--- src/rtl/baser_pkg.sv ---
// Shared BASE-R definitions: sync-header codes, lock FSM states, MII/BASE-R
// characters used by the downstream checker, and small elaboration helpers.
package baser_pkg;

    // 66b sync headers; 2'b00 and 2'b11 never occur on a correctly aligned link
    localparam logic [1:0] SH_CTRL = 2'b01;
    localparam logic [1:0] SH_DATA = 2'b10;

    typedef enum logic [1:0] {
        TEST      = 2'd0,
        SLIP      = 2'd1,
        SLIP_WAIT = 2'd2,
        LOCKED    = 2'd3
    } lock_state_t;

    // MII control characters
    localparam logic [7:0] MII_IDLE  = 8'h07;
    localparam logic [7:0] MII_START = 8'hFB;
    localparam logic [7:0] MII_TERM  = 8'hFD;
    localparam logic [7:0] MII_ERROR = 8'hFE;

    // BASE-R 7-bit control codes and common block type fields
    localparam logic [6:0] BR_IDLE   = 7'h00;
    localparam logic [6:0] BR_ERROR  = 7'h1E;
    localparam logic [7:0] BT_C8     = 8'h1E;
    localparam logic [7:0] BT_S0     = 8'h78;
    localparam logic [7:0] BT_T0     = 8'h87;

    // True for the two legal sync-header codes
    function automatic logic sh_is_valid(input logic [1:0] sh);
        return (sh == SH_CTRL) || (sh == SH_DATA);
    endfunction

    // Width of a counter that must hold 0..max; never narrower than 1 bit
    function automatic int cnt_w(input int max);
        return (max < 1) ? 1 : $clog2(max + 1);
    endfunction

endpackage

--- src/rtl/baser_hi_ber_mon.sv ---
// High bit-error-rate monitor: counts invalid sync headers over a window of
// BER_WIN valid blocks while lock is held. Only built with BASER_HI_BER_EN,
// since the lock controller instantiates it only in that configuration.
`ifdef BASER_HI_BER_EN
module baser_hi_ber_mon #(
    parameter int BER_WIN    = 2048,
    parameter int BER_THRESH = 97
) (
    input  logic clk,
    input  logic i_rst,
    input  logic i_valid,
    input  logic i_sh_inv,
    input  logic i_lock,
    output logic o_hi_ber
);
    import baser_pkg::*;

    localparam int BW_W = cnt_w(BER_WIN);
    localparam int BC_W = cnt_w(BER_THRESH);
    localparam logic [BW_W-1:0] WIN_LAST = BW_W'(BER_WIN - 1);
    localparam logic [BC_W-1:0] CNT_MAX  = BC_W'(BER_THRESH);

    logic [BW_W-1:0] win_q;
    logic [BC_W-1:0] cnt_q;
    logic [BC_W-1:0] cnt_nxt;
    logic            hi_q;

    // Saturating increment so the count never passes the threshold
    function automatic logic [BC_W-1:0] sat_inc(input logic [BC_W-1:0] v, input logic en);
        return (en && (v != CNT_MAX)) ? v + 1'b1 : v;
    endfunction

    // Error count including the current block
    always_comb begin
        cnt_nxt = sat_inc(cnt_q, i_sh_inv);
    end

    // Window/count registers; the flag is re-evaluated at every window end
    always_ff @(posedge clk or posedge i_rst) begin
        if (i_rst) begin
            win_q <= '0;
            cnt_q <= '0;
            hi_q  <= 1'b0;
        end else if (!i_lock) begin
            win_q <= '0;
            cnt_q <= '0;
            hi_q  <= 1'b0;
        end else if (i_valid) begin
            if (win_q == WIN_LAST) begin
                win_q <= '0;
                cnt_q <= '0;
                hi_q  <= (cnt_nxt == CNT_MAX);
            end else begin
                win_q <= win_q + 1'b1;
                cnt_q <= cnt_nxt;
                if (cnt_nxt == CNT_MAX) begin
                    hi_q <= 1'b1;
                end
            end
        end
    end

    assign o_hi_ber = hi_q;

endmodule
`endif

--- src/rtl/baser_block_lock_ctrl.sv ---
// 64B/66B BASE-R block-lock controller. Hunts for 66b boundaries by checking
// sync headers and requesting slips, forwards blocks only while locked, and
// keeps slip / lock-loss statistics. Optional hi-BER monitor: BASER_HI_BER_EN.
module baser_block_lock_ctrl #(
    parameter int FRAME_WIDTH = 66,
    parameter int LOCK_CNT    = 64,
    parameter int WIN_CNT     = 64,
    parameter int INV_MAX     = 16,
    parameter int SLIP_WAIT   = 4
`ifdef BASER_HI_BER_EN
    ,
    parameter int BER_WIN     = 2048,
    parameter int BER_THRESH  = 97
`endif
) (
    input  logic                   clk,
    input  logic                   i_rst,
    input  logic                   i_valid,
    input  logic [FRAME_WIDTH-1:0] i_rx_coded,
    output logic                   o_valid,
    output logic [FRAME_WIDTH-1:0] o_rx_coded,
    output logic                   o_slip,
    output logic                   o_block_lock,
    output logic                   o_hi_ber,
    output logic [31:0]            o_slip_count,
    output logic [31:0]            o_lock_loss_count
);
    import baser_pkg::*;

    localparam int SH_W  = cnt_w(LOCK_CNT);
    localparam int WIN_W = cnt_w(WIN_CNT);
    localparam int INV_W = cnt_w(INV_MAX);
    localparam int WT_W  = cnt_w(SLIP_WAIT);
    localparam logic [SH_W-1:0]  SH_LAST  = SH_W'(LOCK_CNT - 1);
    localparam logic [WIN_W-1:0] WIN_LAST = WIN_W'(WIN_CNT - 1);
    localparam logic [INV_W-1:0] INV_LAST = INV_W'(INV_MAX - 1);
    localparam logic [WT_W-1:0]  WT_LAST  = WT_W'((SLIP_WAIT > 0) ? SLIP_WAIT - 1 : 0);

    lock_state_t      state_q, state_d;
    logic [SH_W-1:0]  sh_cnt_q, sh_cnt_d;
    logic [WIN_W-1:0] win_cnt_q, win_cnt_d;
    logic [INV_W-1:0] inv_cnt_q, inv_cnt_d;
    logic [WT_W-1:0]  wait_cnt_q, wait_cnt_d;
    logic             lock_q, lock_d;
    logic             slip_d;
    logic             loss_d;
    logic             hdr_inv;

    logic                   valid_p1;
    logic [FRAME_WIDTH-1:0] rx_coded_p1;
    logic                   slip_p1;
    logic [31:0]            slip_count_q;
    logic [31:0]            lock_loss_count_q;
    logic                   hi_ber;

    assign hdr_inv = !sh_is_valid(i_rx_coded[1:0]);

    // Lock FSM state register; counters and flags move with it
    always_ff @(posedge clk or posedge i_rst) begin
        if (i_rst) begin
            state_q    <= TEST;
            sh_cnt_q   <= '0;
            win_cnt_q  <= '0;
            inv_cnt_q  <= '0;
            wait_cnt_q <= '0;
            lock_q     <= 1'b0;
        end else begin
            state_q    <= state_d;
            sh_cnt_q   <= sh_cnt_d;
            win_cnt_q  <= win_cnt_d;
            inv_cnt_q  <= inv_cnt_d;
            wait_cnt_q <= wait_cnt_d;
            lock_q     <= lock_d;
        end
    end

    // Next-state logic; everything holds on cycles without a block
    always_comb begin
        state_d    = state_q;
        sh_cnt_d   = sh_cnt_q;
        win_cnt_d  = win_cnt_q;
        inv_cnt_d  = inv_cnt_q;
        wait_cnt_d = wait_cnt_q;
        lock_d     = lock_q;
        slip_d     = 1'b0;
        loss_d     = 1'b0;
        if (i_valid) begin
            case (state_q)
                TEST: begin
                    if (hdr_inv) begin
                        state_d = SLIP;
                    end else if (sh_cnt_q == SH_LAST) begin
                        state_d   = LOCKED;
                        lock_d    = 1'b1;
                        sh_cnt_d  = '0;
                        win_cnt_d = '0;
                        inv_cnt_d = '0;
                    end else begin
                        sh_cnt_d = sh_cnt_q + 1'b1;
                    end
                end
                SLIP: begin
                    // the block seen here is discarded; the aligner shifts next
                    slip_d     = 1'b1;
                    sh_cnt_d   = '0;
                    win_cnt_d  = '0;
                    inv_cnt_d  = '0;
                    wait_cnt_d = '0;
                    state_d    = (SLIP_WAIT > 0) ? baser_pkg::SLIP_WAIT : TEST;
                end
                baser_pkg::SLIP_WAIT: begin
                    if (wait_cnt_q == WT_LAST) begin
                        wait_cnt_d = '0;
                        state_d    = TEST;
                    end else begin
                        wait_cnt_d = wait_cnt_q + 1'b1;
                    end
                end
                LOCKED: begin
                    // threshold is tested before window end so it wins a tie
                    if (hdr_inv && (inv_cnt_q == INV_LAST)) begin
                        state_d   = SLIP;
                        lock_d    = 1'b0;
                        loss_d    = 1'b1;
                        win_cnt_d = '0;
                        inv_cnt_d = '0;
                    end else if (win_cnt_q == WIN_LAST) begin
                        win_cnt_d = '0;
                        inv_cnt_d = '0;
                    end else begin
                        win_cnt_d = win_cnt_q + 1'b1;
                        if (hdr_inv) begin
                            inv_cnt_d = inv_cnt_q + 1'b1;
                        end
                    end
                end
                default: begin
                    state_d = TEST;
                end
            endcase
        end
    end

    // Output stage: one cycle behind the input, gated by pre-transition state
    always_ff @(posedge clk or posedge i_rst) begin
        if (i_rst) begin
            valid_p1          <= 1'b0;
            rx_coded_p1       <= '0;
            slip_p1           <= 1'b0;
            slip_count_q      <= '0;
            lock_loss_count_q <= '0;
        end else begin
            valid_p1 <= i_valid && (state_q == LOCKED);
            slip_p1  <= slip_d;
            if (i_valid) begin
                rx_coded_p1 <= i_rx_coded;
            end
            if (slip_d) begin
                slip_count_q <= slip_count_q + 32'd1;
            end
            if (loss_d) begin
                lock_loss_count_q <= lock_loss_count_q + 32'd1;
            end
        end
    end

`ifdef BASER_HI_BER_EN
    // Monitor sees lock drop in the same cycle the lock-losing block arrives,
    // so its flag clears together with o_block_lock
    logic ber_lock;
    assign ber_lock = lock_q && lock_d;

    baser_hi_ber_mon #(
        .BER_WIN    (BER_WIN),
        .BER_THRESH (BER_THRESH)
    ) u_hi_ber_mon (
        .clk      (clk),
        .i_rst    (i_rst),
        .i_valid  (i_valid),
        .i_sh_inv (hdr_inv),
        .i_lock   (ber_lock),
        .o_hi_ber (hi_ber)
    );
`else
    assign hi_ber = 1'b0;
`endif

    assign o_valid           = valid_p1;
    assign o_rx_coded        = rx_coded_p1;
    assign o_slip            = slip_p1;
    assign o_block_lock      = lock_q;
    assign o_hi_ber          = hi_ber;
    assign o_slip_count      = slip_count_q;
    assign o_lock_loss_count = lock_loss_count_q;

endmodule

--- config.mk ---
export PLATFORM = sky130hd
export DESIGN_NAME = baser_block_lock_ctrl
export DESIGN_NICKNAME = d
export VERILOG_FILES = /design/src/rtl/baser_pkg.sv /design/src/rtl/baser_hi_ber_mon.sv /design/src/rtl/baser_block_lock_ctrl.sv
export SDC_FILE = /design/constraint.sdc
export NUM_CORES = 1
export LEC_CHECK = 0
export ABC_CLOCK_PERIOD_IN_PS = 6400
export BUFFER_PORTS_ARGS = -buffer_cell sky130_fd_sc_hd__buf_2
export CORE_ASPECT_RATIO = 0.9
export CORE_UTILIZATION = 40
export DETAILED_ROUTE_END_ITERATION = 8
export GPL_TIMING_DRIVEN = 0
export PLACE_DENSITY = 0.75
export SYNTH_ARGS = -nofsm -noshare
export SYNTH_HDL_FRONTEND = slang
export SYNTH_SLANG_ARGS = --single-unit
--- constraint.sdc ---
create_clock -name clk -period 6.4 [get_ports clk]
set_input_delay 0.96 -clock clk [delete_from_list [all_inputs] [get_ports clk]]
set_output_delay 0.96 -clock clk [all_outputs]
set_load 0.01 [all_outputs]
Word level (Yosys, flattened, before mapping)
Index checks and enable logic that the tools add are counted.
- output and inout bits: 134
- word-level logic and storage cells: 77
- bits in registers: 157
- bits of input ports: 69
- equality and inequality tests: 15
- mux-type cells: 30
- $add $sub $neg: 6
- reduce and logical (&&, ||, !) cells: 15
- operator list (kind ; number):
    32-bit by 1-bit adder with 32-bit output, second input constant ; 2
    7-bit two-way mux ; 6
    5-bit two-way mux ; 5
    7-bit one-hot mux with 3 select lines ; 1
    5-bit one-hot mux with 3 select lines ; 1
    7-bit by 1-bit adder with 7-bit output, second input constant ; 2
    7-bit by 6-bit == test with 1-bit output, second input constant ; 2
    7-bit one-hot mux with 2 select lines ; 1
    5-bit AND reduction ; 2
    1-bit two-way mux ; 8
    2-bit two-way mux ; 4
    2-bit inequality test, second input constant ; 4
    2-bit one-hot mux with 4 select lines ; 1
    4-bit AND reduction ; 2
    2-bit == test, second input constant ; 3
    3-bit one-hot mux with 2 select lines ; 1
    2-bit nonzero test ; 3
    5-bit by 1-bit adder with 5-bit output, second input constant ; 1
    5-bit by 4-bit == test with 1-bit output, second input constant ; 1
    2-bit by 1-bit == test with 1-bit output, second input constant ; 2
    4-bit inequality test, second input constant ; 1
    3-bit by 1-bit adder with 3-bit output, second input constant ; 1
    3-bit by 2-bit == test with 1-bit output, second input constant ; 1
    3-bit two-way mux ; 1
    9 further kinds ; 10

Logic depth before layout (Yosys ltp)
- depth after elaboration: 7
- depth in mapped cells: 9
- depth with buffers taken out: 8

Worst setup path after synthesis
No wires, ideal clock.
- kind: input-to-reg
- from: input port i_valid
- to: register slip_count_q[23], in the netlist o_slip_count[23]
- data required time: 6.321 ns
- setup slack: 3.826 ns
- arrival: 2.495 ns
- setup time: 0.079 ns
- stages on the path: 7
- buffers on the path: 2
- cell sequence: buf_2 > nand4_1 > or4_1 > buf_2 > nor3_2 > and4_1 > xor2_1
- word-level cells in the longest chain between the ends: 1
- ends and longest elaborated chain (element ; line ; RTL):
    start: declaration ; baser_block_lock_ctrl.sv:18 ; input logic i_valid,
    1-bit two-way mux ; baser_block_lock_ctrl.sv:87 ; if (i_valid) begin
    end signal: assignment ; baser_block_lock_ctrl.sv:159 ; slip_count_q <= slip_count_q + 32'd1;
    end: declaration ; baser_block_lock_ctrl.sv:52 ; logic [31:0] slip_count_q;
Every way passes these cells.
A chain may end at the register's enable or synchronous reset.

Worst setup path in the final report
- from: input port i_rx_coded[1]
- to: register lock_loss_count_q[23], in the netlist o_lock_loss_count[23]
- word-level cells in the longest chain between the ends: 7
- elaborated cells between the ends (all ways): 8
- those cells by class: eq/ne: 2; mux: 3; reduce/logical: 3
- ends and longest elaborated chain (element ; line ; RTL):
    start: declaration ; baser_block_lock_ctrl.sv:19 ; input logic [FRAME_WIDTH-1:0] i_rx_coded,
    2-bit by 1-bit == test with 1-bit output / 2-bit == test (equally long branches) ; baser_pkg.sv:31 ; return (sh == SH_CTRL) || (sh == SH_DATA);
    1-bit logical OR (*) ; baser_pkg.sv:31 ;
    1-bit zero test (*) ; baser_block_lock_ctrl.sv:56 ; assign hdr_inv = !sh_is_valid(i_rx_coded[1:0]);
    1-bit logical AND (*) ; baser_block_lock_ctrl.sv:121 ; if (hdr_inv && (inv_cnt_q == INV_LAST)) begin
    1-bit two-way mux (*) ; baser_block_lock_ctrl.sv:121 ;
    1-bit two-way mux (*) ; baser_block_lock_ctrl.sv:88 ; case (state_q)
    1-bit two-way mux (*) ; baser_block_lock_ctrl.sv:87 ;
    end signal: assignment ; baser_block_lock_ctrl.sv:162 ; lock_loss_count_q <= lock_loss_count_q + 32'd1;
    end: declaration ; baser_block_lock_ctrl.sv:53 ; logic [31:0] lock_loss_count_q;
Mark *: on every way between the ends. The rest lies on a longest branch, timed or not.

==> flow_summary.toml <==
[run_status]
status = "finished, violations left"
violations = "design-rule violations"

[global_route]
grt_usage = 0.175
grt_pass1_vias = 4955
grt_overflow_total = 0
top_usage_layer = "met2"
grt_use_met1 = 0.229
grt_max_degree = 101
antenna_found_initial = 0
grt_util_met2 = 0.273
grt_pass1_wl_um = 24000
use_met3 = 0.0517

[sta]
worst_slew_pin_slew_ns = 0.962
hold_viol = 0
maxSlewHeadroom = 0.353
fin_crit_sh = 0.465
setup-violations-final = 0
maxSlewViolCount = 0
clock.fmax_mhz = 336
layout_min_cycle_time_ns = 2.98
rsz0062_at_grt = "false"
finalClockSkew_ns = 0.00765

[clocking]
cts_buffers = 17
clock_latency_ns = 0.42
cts_resized = 0
cts_buffer_depth = 2
cts_tree = "done"
clk_pin_slew_worst_paths_ns = 0.06
cts-root-buf = "clkbuf_16"
clock-sinks = 157
cts_hold_buf = 0
post_cts_buffers = 0
h-tree-depth = 4

[worst_setup_path]
path_class = "in2reg"
reg2reg_depth = 7
cpPeakStageDelay_ns = 0.90
worstSetupEndpointType = "flop"
crit_path_top_delay_cell = "nor4_1"
crit_required_ns = 6.71
reg2reg_from = "inv_cnt_q[0]"
start_kind = "input pin"
worst_ep_arrival_time_ns = 3.29
cp_cell_sequence = "buf_2 > xnor2_1 > nand4_1 > nor4_1 > nand4_1 > xnor2_1"
rrSetupSlack_ns = 3.79
r2r-end = "o_lock_loss_count[23]"
worstPathMaxFanout = 8

[floorplanning]
pin_count = 203
start_util = 0.413
fp.coreArea_sq_um = 16300
dieArea_sq_um = 17300
die_w_um = 139
die_y_um = 125
rows = 44

[yosys]
synth-edff-count = 0
syn_nets = 631
ys_ff_latch = 157
yosysSeqAreaShare = 0.584
yosysMostFrequentCell = "dfrtp_1"
synth_cell_types = 46
synth_top_flop_cell = "dfrtp_1"
synth_top_area_cell = "dfrtp_1"
avgSynthCellArea_sq_um = 12.2
synth.top_cell.area_share = 0.584
ys_top_cells_by_area = "dfrtp_1 58%, mux2_2 12%, xnor2_1 6.0%, nand2_1 2.7%, xor2_1 2.3%"
ys.warnings.count = 0
ys_async_sr_fraction = 1.00
netlist_area_sq_um = 6730
synth_common_cells = "157 x dfrtp_1, 70 x mux2_2, 49 x nand2_1"
synth_cells = 551

[finish]
drive_above_1_share = 0.401
instances_no_fill = 992
fin_util = 0.531
syn2layout_area_growth_pct = 28.7
fill_cells = 1395
n_antenna_cell = 0
finalNetCount = 852

[detailed_routing]
drtIter0Drc = 157
via_per_inst = 4.99
vias = 4946
wirelength_um = 14300
wl_per_cell_um = 14.4
drtPass1Iterations = 7
drtAntennaViolNets = 0
remaining_drc_errors = 11

[worst_hold_path]
hp-class = "reg2reg"
whs_endpoint = "o_slip_count[31]"
min_from = "o_slip_count[31]"
whs_path_depth = 1

[placement]
numPortBuffers = 201
gp_congestion = 0.796
place_hpwl_um = 10100
placed_cells = 960

[pwr]
p_per_area_nw_per_um2 = 306
ir_drop_mv = 0.233
p_leak_nw = 4.23

[run]
cap_violations = 0
-- area by class of cell --
cell class,instances,area (sq um),area share
Sequential cell,157,3930,0.454
Multi-Input combinational cell,363,2670,0.308
Timing Repair Buffer,202,1030,0.119
Clock buffer,20,447,0.0516
Tap cell,207,259,0.0299
Clock inverter,12,184,0.0212
Buffer,15,70.1,0.00809
Inverter,16,67.6,0.00781
-- worst max-delay path: cells and delay by family --
kind | cells | cell delay, ns
AND/OR/NAND/NOR | 3 | 1.46
XOR/XNOR | 2 | 0.72
buffers and inverters | 1 | 0.13
-- sequential cells by signal, indices dropped and copies added (netlist names) --
name / cells
inv_cnt_q: 5
o_block_lock: 1
o_lock_loss_count: 32
o_rx_coded: 66
o_slip: 1
o_slip_count: 32
o_valid: 1
sh_cnt_q: 7
state_q: 2
wait_cnt_q: 3
win_cnt_q: 7
-- worst max path at each step --
stage | start | to | slack [ns] | cells past startpoint
3_3_place_gp | i_rst | o_rx_coded[63] | -0.62 | 2
5_1_grt | i_rx_coded[1] | o_lock_loss_count[23] | 3.15 | 6
6_report | i_rx_coded[1] | o_lock_loss_count[23] | 3.42 | 6
3_5_place_dp | i_rx_coded[1] | o_lock_loss_count[23] | 3.03 | 6
2_1_floorplan | i_rst | inv_cnt_q[0] | 1.21 | 1
4_1_cts | i_rx_coded[1] | o_lock_loss_count[29] | 3.45 | 6
-- cell usage in the layout (no fill, tap or decap), types with 4 or more instances in the layout --
cell,netlist,routed
and2_1,6,6
nand2_1,49,49
dfrtp_1,157,157
buf_1,7,7
a22o_1,4,4
ha_1,11,11
or3_1,4,4
inv_1,16,15
nand3_1,24,24
nor2_1,27,27
a21oi_1,5,5
xor2_1,18,18
clkbuf_1,4,6
nand4_1,20,20
nor4_1,6,6
xnor2_1,46,46
bufinv_16,0,4
clkbuf_16,0,17
nor3_1,7,7
buf_2,2,203
mux2_2,70,70
o21ai_0,21,21
and4_1,6,6
and3_1,7,7
-- cell families after synthesis --
logic type                 synth area share
and+or+nand+nor                       0.133
DFF                                   0.584
muxes                                 0.117
xor gates and xnor gates             0.0833
AOI/OAI and AO/OA                    0.0420
buffers and inverters                0.0193
adders and majority gates            0.0205
other                              0.000558
-- power breakdown --
| part | switching, mW | internal [mW] |
|---|---|---|
| registers | 0.0746 | 1.09 |
| logic | 0.228 | 0.180 |
| clock network | 0.411 | 0.668 |
-- stage by stage --
stage / TNS, ns / area, sq um / hold slack (ns) / power (mW) / setup WS [ns]
floorplan: 0 / 6730 / 0.454 / 1.43 / 1.21
global placement: -95.02 / 7990 / 0.455 / 1.57 / -0.616
detailed placement: 0 / 8030 / 0.461 / 1.59 / 3.03
CTS: 0 / 8660 / 0.469 / 2.68 / 3.45
finish: 0 / 8660 / 0.469 / 2.65 / 3.42
global route: 0 / 8660 / 0.489 / 2.78 / 3.15
-- routing by layer --
| layer | part of all wire | vias up |
|---|---|---|
| li1 | - | 2371 |
| met1 | 0.46 | 2401 |
| met2 | 0.46 | 164 |
| met3 | 0.068 | 10 |
| met4 | 0.011 | 0 |
| met5 | 0 | - |
Power figures use the tool's default switching activity.
